**config.mk**
```make
export PLATFORM = sky130hd
export DESIGN_NAME = promedio_sched
export DESIGN_NICKNAME = d
export VERILOG_FILES = /design/src/rtl/promedio_pkg.sv /design/src/rtl/promedio_sched_rr_arbiter.sv /design/src/rtl/promedio_sched.sv
export SDC_FILE = /design/constraint.sdc
export NUM_CORES = 1
export LEC_CHECK = 0
export ABC_AREA = 1
export CAP_MARGIN = 20
export CORE_ASPECT_RATIO = 1.75
export CORE_MARGIN = 2
export CORE_UTILIZATION = 42
export DETAILED_ROUTE_END_ITERATION = 6
export HOLD_SLACK_MARGIN = 0.12
export PLACE_DENSITY = 0.95
export SYNTH_ARGS = -nofsm -noshare
export SYNTH_HDL_FRONTEND = slang
export SYNTH_SLANG_ARGS = --single-unit
```
**constraint.sdc**
```tcl
create_clock -name clk -period 3.6 [get_ports clk]
set_clock_uncertainty 0.05 [all_clocks]
set_input_delay 0.72 -clock clk [delete_from_list [all_inputs] [get_ports clk]]
set_output_delay 0.72 -clock clk [all_outputs]
set_load 0.01 [all_outputs]
```
**src/rtl/promedio_pkg.sv**
```systemverilog
// Shared definitions for the promedio scheduler.
//   state_e  : scheduler FSM states
//   SAMPLE_W : width of one channel sample / datapath input
//   SAMPLES  : number of samples averaged by the datapath per transaction
package promedio_pkg;

  typedef enum logic [2:0] {
    IDLE  = 3'd0,
    ACCUM = 3'd1,
    LATCH = 3'd2,
    DONE  = 3'd3,
    ABORT = 3'd4
  } state_e;

  localparam int SAMPLE_W = 16;
  localparam int SAMPLES  = 4;

endpackage

```
**src/rtl/promedio_sched_rr_arbiter.sv**
```systemverilog
// Combinational round-robin pick.
//   req    : per-channel request vector
//   rr_ptr : channel with highest priority this round
//   grant  : one-hot of the chosen channel (all zero when nothing requests)
//   idx    : binary index of the chosen channel
//   valid  : at least one request present
module rr_arbiter #(
  parameter int NCH = 4,
  parameter int CW  = $clog2(NCH)
) (
  input  logic [NCH-1:0] req,
  input  logic [CW-1:0]  rr_ptr,
  output logic [NCH-1:0] grant,
  output logic [CW-1:0]  idx,
  output logic           valid
);

  int pos;

  // Walk offsets from farthest to nearest so the channel closest to rr_ptr
  // (going upward with wrap) is the last writer and therefore wins.
  always_comb begin
    grant = '0;
    idx   = '0;
    valid = 1'b0;
    pos   = 0;
    for (int i = NCH - 1; i >= 0; i--) begin
      pos = int'(rr_ptr) + i;
      if (pos >= NCH) pos = pos - NCH;
      if (req[pos[CW-1:0]]) begin
        grant                = '0;
        grant[pos[CW-1:0]]   = 1'b1;
        idx                  = pos[CW-1:0];
        valid                = 1'b1;
      end
    end
  end

endmodule

```
**src/rtl/promedio_sched.sv**
```systemverilog
// Round-robin scheduler sharing one 4-sample averaging datapath among NCH
// channels. Picks a requester, steers its samples onto the datapath, waits
// for sum_ready, captures the average and returns it tagged with the channel.
//   clk, reset        : clock, asynchronous active-high reset
//   ctrl_en           : global enable; low aborts any transaction silently
//   req               : per-channel request level
//   ch_data           : per-channel 16-bit samples, channel k at [16k+15:16k]
//   grant             : one-hot, high while the channel's samples are consumed
//   avg_en/avg_sum_en : datapath controls, avg_in : datapath sample input
//   avg_sum_ready     : datapath sum ready, avg_out : datapath average
//   result/result_ch  : captured average and its channel
//   result_valid      : one-cycle pulse when result is new
//   err/err_ch        : one-cycle pulse and channel on accumulate timeout
module promedio_sched
  import promedio_pkg::*;
#(
  parameter int NCH     = 4,
  parameter int N       = 8,
  parameter int TIMEOUT = 16
) (
  input  logic                      clk,
  input  logic                      reset,
  input  logic                      ctrl_en,
  input  logic [NCH-1:0]            req,
  input  logic [SAMPLE_W*NCH-1:0]   ch_data,
  output logic [NCH-1:0]            grant,
  output logic                      avg_en,
  output logic                      avg_sum_en,
  output logic [SAMPLE_W-1:0]       avg_in,
  input  logic                      avg_sum_ready,
  input  logic [N-1:0]              avg_out,
  output logic [N-1:0]              result,
  output logic [$clog2(NCH)-1:0]    result_ch,
  output logic                      result_valid,
  output logic                      err,
  output logic [$clog2(NCH)-1:0]    err_ch
);

  localparam int CW = $clog2(NCH);
  localparam int TW = $clog2(TIMEOUT + 1);

  state_e          state_q, state_d;
  logic [CW-1:0]   rr_ptr_q, rr_ptr_d;
  logic [CW-1:0]   cur_ch_q, cur_ch_d;
  logic [CW-1:0]   result_ch_q, result_ch_d;
  logic [N-1:0]    result_q, result_d;
  logic [NCH-1:0]  grant_q, grant_d;
  logic [TW-1:0]   timer_q, timer_d;

  logic [NCH-1:0]  arb_grant;
  logic [CW-1:0]   arb_idx;
  logic            arb_valid;
  logic [CW-1:0]   next_ptr;

  rr_arbiter #(.NCH(NCH), .CW(CW)) u_arb (
    .req    (req),
    .rr_ptr (rr_ptr_q),
    .grant  (arb_grant),
    .idx    (arb_idx),
    .valid  (arb_valid)
  );

  // Live mux: the requester must hold the right sample on each ACCUM cycle.
  assign avg_in    = ch_data[cur_ch_q*SAMPLE_W +: SAMPLE_W];
  assign next_ptr  = (cur_ch_q == CW'(NCH - 1)) ? '0 : cur_ch_q + CW'(1);
  // Dropping ctrl_en makes outputs look like IDLE immediately.
  assign grant     = ctrl_en ? grant_q : '0;
  assign result    = result_q;
  assign result_ch = result_ch_q;

  always_comb begin
    state_d      = state_q;
    rr_ptr_d     = rr_ptr_q;
    cur_ch_d     = cur_ch_q;
    result_d     = result_q;
    result_ch_d  = result_ch_q;
    grant_d      = grant_q;
    timer_d      = timer_q;
    avg_en       = 1'b0;
    avg_sum_en   = 1'b0;
    result_valid = 1'b0;
    err          = 1'b0;
    err_ch       = '0;

    case (state_q)
      IDLE: begin
        grant_d = '0;
        if (ctrl_en && arb_valid) begin
          cur_ch_d = arb_idx;
          grant_d  = arb_grant;
          timer_d  = '0;
          state_d  = ACCUM;
        end
      end
      ACCUM: begin
        if (!ctrl_en) begin
          grant_d = '0;
          state_d = IDLE;
        end else begin
          avg_en     = 1'b1;
          avg_sum_en = 1'b1;
          timer_d    = timer_q + TW'(1);
          if (avg_sum_ready) begin
            grant_d = '0;
            state_d = LATCH;
          end else if (timer_q == TW'(TIMEOUT - 1)) begin
            grant_d = '0;
            state_d = ABORT;
          end
        end
      end
      LATCH: begin
        if (!ctrl_en) begin
          state_d = IDLE;
        end else begin
          // en with sum_en low clears the datapath while out is still valid.
          avg_en      = 1'b1;
          result_d    = avg_out;
          result_ch_d = cur_ch_q;
          state_d     = DONE;
        end
      end
      DONE: begin
        result_valid = 1'b1;
        rr_ptr_d     = next_ptr;
        state_d      = IDLE;
      end
      ABORT: begin
        err      = 1'b1;
        err_ch   = cur_ch_q;
        rr_ptr_d = next_ptr;
        state_d  = IDLE;
      end
      default: begin
        grant_d = '0;
        state_d = IDLE;
      end
    endcase
  end

  always_ff @(posedge clk or posedge reset) begin
    if (reset) begin
      state_q     <= IDLE;
      rr_ptr_q    <= '0;
      cur_ch_q    <= '0;
      result_q    <= '0;
      result_ch_q <= '0;
      grant_q     <= '0;
      timer_q     <= '0;
    end else begin
      state_q     <= state_d;
      rr_ptr_q    <= rr_ptr_d;
      cur_ch_q    <= cur_ch_d;
      result_q    <= result_d;
      result_ch_q <= result_ch_d;
      grant_q     <= grant_d;
      timer_q     <= timer_d;
    end
  end

endmodule
```
==> summary.md, run 1 <==
The number of cells on the worst reg-to-reg path is 11. The transition time of the tightest slew-check pin works out to 952 ps. After the last flow step, the layout net total stands at 516. The logs give 25 for the count of different cell masters after synthesis and 33 for the total number of placement rows. For the sequential-to-total area share from yosys stat, the log shows 0.312. The tools report the via count of the first global-routing pass as 2428.

Synthesis produced a netlist whose cell count is 312. Clock tree synthesis selected as its root buffer the cell sky130_fd_sc_hd__clkbuf_8. After routing, the total negative slack on setup checks comes to 0 ps. The tools report the core footprint as 4750 sq um. Summed over all instances, the cell type with the most area after synthesis is sky130_fd_sc_hd__dfrtp_1.

The run gives 1.27 mW as the cell-internal power. The startpoint type of the worst setup path is a flip-flop. The tools report the combinational cell fraction of total power as 0.700. The minimum setup slack among reg-to-reg paths was 1260 ps. The floorplan step defined a die boundary enclosing 5560 sq um. The summed instance area of the synthesized netlist is 2080 sq um.

The highest net fanout along the worst path was 19; the clock network power share was 0.079. The tools report the number of remaining DRC errors as 0. The multi-input logic area was 1250 sq um; the wire length of the first global-routing pass was 10800 um. The first routing iteration left 120 violations.

The worst path in the final design needs a cycle of 3080 ps, including I/O delays and setup. The final layout contains routed wiring with a total length of 6490 um. Across the VDD grid, the largest voltage drop is 0.000490 V. The switching fraction of total power was 0.458. The leakage power was 1.60 nW; the final count of negative-setup-slack endpoints was 0. The tools report the number of optimization iterations in the first detailed-route pass as 4. Once detail routing completed, the nets flagged for antenna violations numbered 0.

Final-layout fill cell count: 360. For the worst setup path, the data required time is 2830 ps. For this run, the leading register cell type out of synthesis is sky130_fd_sc_hd__dfrtp_1.

The tools report the number of max-slew violations in the final report as 0. The most used routing layer in global routing is met2. The post-route worst hold slack is 441 ps. The endpoint identified for the worst register-to-register timing path is cur_ch_q[0]$_DFFE_PP0P_. Yosys mapped a number of flops with a built-in enable equal to 0.

The deepest level of the CTS H-tree was 1. The clock net in this run drives a total of 26 sinks. Sequential share of power: 0.220.

The dominant cell by count in the synthesized netlist is sky130_fd_sc_hd__nand2_1. The final non-filler cell area is 3330 sq um. The fmax came out at 325 MHz.

Along the worst hold path, the cell count comes to 2. The run gives 0 as the count of hold-fix buffers inserted at cts. Worst slew margin relative to its limit: 0.365. TritonCTS built the clock tree. The count of buffers added by post-CTS timing repair for setup is 0.

For hold timing, the worst endpoint is result_ch[1]$_DFFE_PP0P_. Pin count of the biggest net entering global routing: 35. During synthesis, Yosys emitted a total of 0 warnings.

The fraction of the cycle the final worst path needs came out at 0.855. The sequential cells in the finished layout cover a total of 651 sq um. The met3 usage in global routing is 0.0320, and the fraction of met2 tracks used by global routing is 0.447. For the post-cts resize count, the log shows 0. The critical path is of the flip-flop to primary output type. The area share of the largest cell type after synthesis is 0.312.

The run gives 0 as the number of antenna violations at the first check in global routing. The run gives 0 as the number of failing hold endpoints at the final stage. In the routed layout, each cell is associated on average with a via count of 5.21. Buffers placed on the I/O ports in this run total 115. The net load switching power is 1.07 mW, and the global-route met1 utilization is 0.249.

The power per standard cell area was 703 nW/um^2; the height of the die was 97.2 um. The tools report the source of the worst hold timing path as result_ch[1]$_DFFE_PP0P_. The growth of design area from synthesis to finish is 60.0%. Sorting the synthesized cells by how often they occur yields 73 x sky130_fd_sc_hd__nand2_1, 46 x sky130_fd_sc_hd__nor2_1, 40 x sky130_fd_sc_hd__o21ai_0. By area the synthesized netlist is led by sky130_fd_sc_hd__dfrtp_1 31%, sky130_fd_sc_hd__nand2_1 13%, sky130_fd_sc_hd__o21ai_0 9.6%.

STA classifies the critical path endpoint as a primary output. The share of post-route cells with drive strength above 1 was 0.0825. The number of primary I/O pins was 116.

The logs give 5130 um for the post-DP HPWL and 403 for the number of nets produced by synthesis. At the worst endpoint, the arrival time is 2310 ps. The number of buffers on the longest clock path is 2, and the number of vias after detailed routing is 2478. The launching point of the worst reg2reg path is rr_ptr_q[0]$_DFFE_PP0P_.

Across the run, the number of max-cap violations was 0. Routability-driven placement finished with a final weighted congestion of 0.833. The tightest min-delay check is of the flip-flop to flip-flop type. Clock-pin slew was measured on the worst setup and hold paths at 80 ps. Setup repair after global routing left no endpoint under its margin. The logs give 0.236 for the overall fraction of global-route tracks in use and 270 ps for the worst-skew pair later-pin latency. The final routed wire length divided by cell count was 13.6 um; the average footprint of a synthesized cell was 6.68 sq um. From left edge to right edge, the die measures 57.2 um. Synthesis inferred 26 register bits. The number of antenna diodes in the final layout is 0.

The run finished with clean final reports. The starting density of the core is 0.439, and the number of buffers created by CTS is 3. The async set or reset register ratio after synthesis is 1.00. For the post-detailed-placement cell area, the log shows 3280 sq um. For this run the aggregate overflow at the end of global routing stands at 0.
==> flip-flops by register name (all words and copies together), names as in the netlist <==
name       cells
cur_ch_q       2
grant_q        4
result         8
result_ch      2
rr_ptr_q       2
state_q        3
timer_q        5
==> kinds of logic after synthesis <==
| kind of cell | Yosys count | synth area share |
|---|---|---|
| AOI/OAI and AO/OA | 61 | 0.156 |
| adders and majority gates | 11 | 0.0661 |
| DFF | 26 | 0.312 |
| xor gates and xnor gates | 1 | 0.00420 |
| muxes | 8 | 0.0432 |
| and+or+nand+nor | 160 | 0.332 |
| buffers and inverters | 45 | 0.0859 |
==> power by group through the flow <==
stage	registers (mW)	clock network (mW)	logic, mW
6_report	0.516	0.186	1.64
5_1_grt	0.533	0.197	1.83
4_1_cts	0.516	0.187	1.64
3_5_place_dp	0.523	0	1.63
3_3_place_gp	0.514	0	1.58
2_1_floorplan	0.516	0	0.970
==> critical path, stage by stage, from the launching register on <==
cell	delay [ps]
sky130_fd_sc_hd__dfrtp_1	600
sky130_fd_sc_hd__inv_1	490
sky130_fd_sc_hd__o21ai_0	230
sky130_fd_sc_hd__o22ai_1	170
sky130_fd_sc_hd__clkdlybuf4s50_1	560
==> how the worst max path moves through the flow <==
| stage | from | end |
|---|---|---|
| 2_1_floorplan | ctrl_en | avg_en |
| 3_3_place_gp | ctrl_en | avg_en |
| 3_5_place_dp | ctrl_en | avg_en |
| 4_1_cts | cur_ch_q[1]$_DFFE_PP0P_ | avg_in[9] |
| 5_1_grt | cur_ch_q[1]$_DFFE_PP0P_ | avg_in[14] |
| 6_report | cur_ch_q[1]$_DFFE_PP0P_ | avg_in[11] |
==> placed cells by master, fill, tap and decap left out, drive strengths merged <==
cell type / netlist / routed
clkdlybuf4s50: 0 / 115
nand2: 77 / 77
nor2: 51 / 51
o21ai: 41 / 41
inv: 34 / 34
dfrtp: 26 / 26
nand3: 23 / 23
o22ai: 16 / 16
ha: 11 / 11
mux2: 8 / 8
or2: 5 / 5
a21oi: 4 / 4
clkbuf: 7 / 4
buf: 4 / 4
nor3: 2 / 2
and3: 1 / 1
nand4: 1 / 1
xor2: 1 / 1
==> area by class of cell <==
cell class / count / share of cell area
Inverter: 34 / 0.0383
Clock buffer: 4 / 0.0165
Multi-Input combinational cell: 241 / 0.376
Tap cell: 52 / 0.0195
Timing Repair Buffer: 119 / 0.354
Sequential cell: 26 / 0.195
==> metal layers <==
layer | up-vias | wire length, um
li1 | 1240 | -
met1 | 1119 | 2370
met2 | 97 | 3560
met3 | 22 | 327
met4 | 0 | 228
met5 | - | 0
==> stage by stage <==
step,cells,setup slack [ps],total power [mW],util
global route,476,351,2.56,0.702
detailed placement,472,611,2.15,0.690
global placement,472,650,2.09,0.690
floorplan,312,1400,1.49,-
CTS,476,556,2.35,0.702
finish,476,522,2.34,0.702
(Power assumes the default switching activity.)
==> run 2, diff against run 1 <==
Settings changed: CORE_ASPECT_RATIO 1.75 to 0.5, MAX_ROUTING_LAYER set to met4.
==> summary.md, run 2 (same netlist as run 1, synthesis figures left out) <==
The leakage power came out at 1.62 nW. The share of post-route cells with drive strength above 1 is 0.0869, and the width of the chip is 104 um. The run finished with clean final reports. The number of buffers on the longest clock path is 2, and the core footprint is 4840 sq um. The tools report the critical path required time as 2830 ps. After detailed routing, the number of vias per cell comes to 5.13.

The register with the most flip-flops in the layout has 8 of them. In this run, CTS created clock tree buffers numbering 3. The net count of the finished layout is 518. The endpoint identified for the worst register-to-register timing path is timer_q[4]$_DFFE_PP0P_. Dividing total power by cell area gives a power density of 695 nW/um^2. The number of hold buffers added after CTS was 0. STA classifies the critical path startpoint as a primary input. Clock tree synthesis found a total of 26 sinks.

The pre-antenna-repair detailed-routing pass consisted of 5 iterations. The number of vias after detailed routing came out at 2544. Logic depth of the worst register-to-register path: 10. From bottom edge to top edge, the die measures 53.8 um. The clock transition at the registers of the reported paths works out to 80 ps.

The worst setup path is captured at a primary output. Launching point of the worst reg2reg path: rr_ptr_q[0]$_DFFE_PP0P_. The run gives 0.233 as the overall fraction of global-route tracks in use. Setup repair after global routing left no endpoint under its margin. The most frequent standard cell in the layout excluding fill and tap cells was sky130_fd_sc_hd__clkdlybuf4s50_1. For the final routed database, the setup TNS stands at 0 ps. Following the worst setup path forward leads to its endpoint at avg_en. The fraction of the cycle the final worst path needs came out at 0.849. The tools report the pin count of the biggest net entering global routing as 35. The logs give 0.599 for the worst slew margin relative to its limit and 327 MHz for the fmax. In this run the register-to-register setup slack is 1220 ps. Once the clock tree was built, the setup fixing pass inserted 0 buffers. The tools report the deepest level of the CTS H-tree as 1. The tools report the core utilization of the finished layout as 0.700. Counting I/O delays and the setup requirement, the final critical path takes 3060 ps.

The top cell types in the final layout, fill and taps aside, are 115 x sky130_fd_sc_hd__clkdlybuf4s50_1, 73 x sky130_fd_sc_hd__nand2_1, 46 x sky130_fd_sc_hd__nor2_1, 40 x sky130_fd_sc_hd__o21ai_0, 32 x sky130_fd_sc_hd__inv_1. The most critical setup path has its startpoint at ctrl_en. The total overflow left after global routing is 0.

The tools report the final count of negative-setup-slack endpoints as 0. The number of antenna violations at the first check in global routing came out at 0. For the count of nets left with antenna violations after detail routing, the log shows 0. CTS placed an instance of sky130_fd_sc_hd__clkbuf_8 at the clock tree root. The post-cts resize count is 0, and the signal arrival time at the worst endpoint is 2290 ps.

Dividing the detail-routed wire length by the instance count gives 13.2 um. The logs give 5570 sq um for the die outline area and 5070 um for the post-DP HPWL. Max-cap violations in this run came to 0. The congestion estimate from routability-driven global placement came to 0.906.

VDD sags by at most 0.000297 V. For this block, the initial DRC count from the detailed router was 234. At the pin with the least slew margin, the transition time is 601 ps.

The min-delay analysis places its worst path in the category flip-flop to flip-flop. The clock reaches the later pin of the worst-skew pair after 260 ps. The number of primary I/O pins is 116. The growth of design area from synthesis to finish is 62.8%. The wire length of the first global-routing pass came out at 10300 um. Of all nets on the critical path, the largest fanout is 8. The initialized floorplan defines 18 standard-cell rows. The worst setup path is of the primary input to primary output kind. The number of max-slew violations in the final report is 0, and the via count of the first global-routing pass is 2343. For the number of failing hold endpoints at the final stage, the log shows 0. The run gives 0.430 as the starting density of the core. TritonCTS built the clock tree. The number of remaining DRC errors was 0. 0 antenna diodes ended up in the layout. After detailed routing, the total wire length is 6550 um. The port buffer count was 115.
-- run 2: critical path, stage by stage --
cell                              delay, ps
sky130_fd_sc_hd__clkdlybuf4s50_1        480
sky130_fd_sc_hd__inv_1                   50
sky130_fd_sc_hd__nor2_2                 200
sky130_fd_sc_hd__inv_1                  170
sky130_fd_sc_hd__nand2_1                120
sky130_fd_sc_hd__clkdlybuf4s50_1        540
-- run 2: layer usage --
| layer | part of all wire | vias to the layer above | routed length [um] | global-route usage |
|---|---|---|---|---|
| met3 | 0.069 | 10 | 455 | 0.0351 |
| met5 | 0 | - | 0 | - |
| met1 | 0.40 | 1193 | 2620 | 0.255 |
| met2 | 0.52 | 100 | 3380 | 0.468 |
| met4 | 0.015 | 0 | 95 | 0.0586 |
| li1 | - | 1241 | - | - |
-- run 2: stage by stage --
stage | area, sq um | instances | hold slack, ps | total power, mW | worst slack [ps]
after floorplan | 2080 | 312 | 399 | 1.49 | 1400
final | 3390 | 496 | 431 | 2.36 | 545
after CTS | 3360 | 495 | 438 | 2.35 | 548
after detailed placement | 3310 | 491 | 419 | 2.16 | 595
after global placement | 3310 | 491 | 413 | 2.12 | 646
after global routing | 3390 | 496 | 468 | 2.58 | 348
-- run 2: cell type report --
type | instances | area (sq um)
multi-input cells | 241 | 1250
well taps | 70 | 87.6
flip-flops and latches | 26 | 651
repair buffers | 121 | 1220
inverters | 34 | 128
fillers | 352 | 1450
clock buffers | 4 | 55.1
-- run 2: worst min path at each step --
stage	start	endpoint	slack, ps	depth (start not counted)
after floorplan	grant_q[3]$_DFFE_PP0P_	grant_q[3]$_DFFE_PP0P_	400	2
after global placement	grant_q[1]$_DFFE_PP0P_	grant_q[1]$_DFFE_PP0P_	410	2
after detailed placement	grant_q[1]$_DFFE_PP0P_	grant_q[1]$_DFFE_PP0P_	420	2
after CTS	grant_q[1]$_DFFE_PP0P_	grant_q[1]$_DFFE_PP0P_	440	2
after global routing	grant_q[2]$_DFFE_PP0P_	grant_q[2]$_DFFE_PP0P_	470	2
final	grant_q[1]$_DFFE_PP0P_	grant_q[1]$_DFFE_PP0P_	430	2
-- run 2: power by group --
group | internal (mW) | total (mW) | switching (mW) | leakage, nW
clock network | 0.0976 | 0.181 | 0.0830 | 0.0288
registers | 0.404 | 0.520 | 0.116 | 0.336
logic | 0.776 | 1.66 | 0.882 | 1.25
total | 1.28 | 2.36 | 1.08 | 1.62
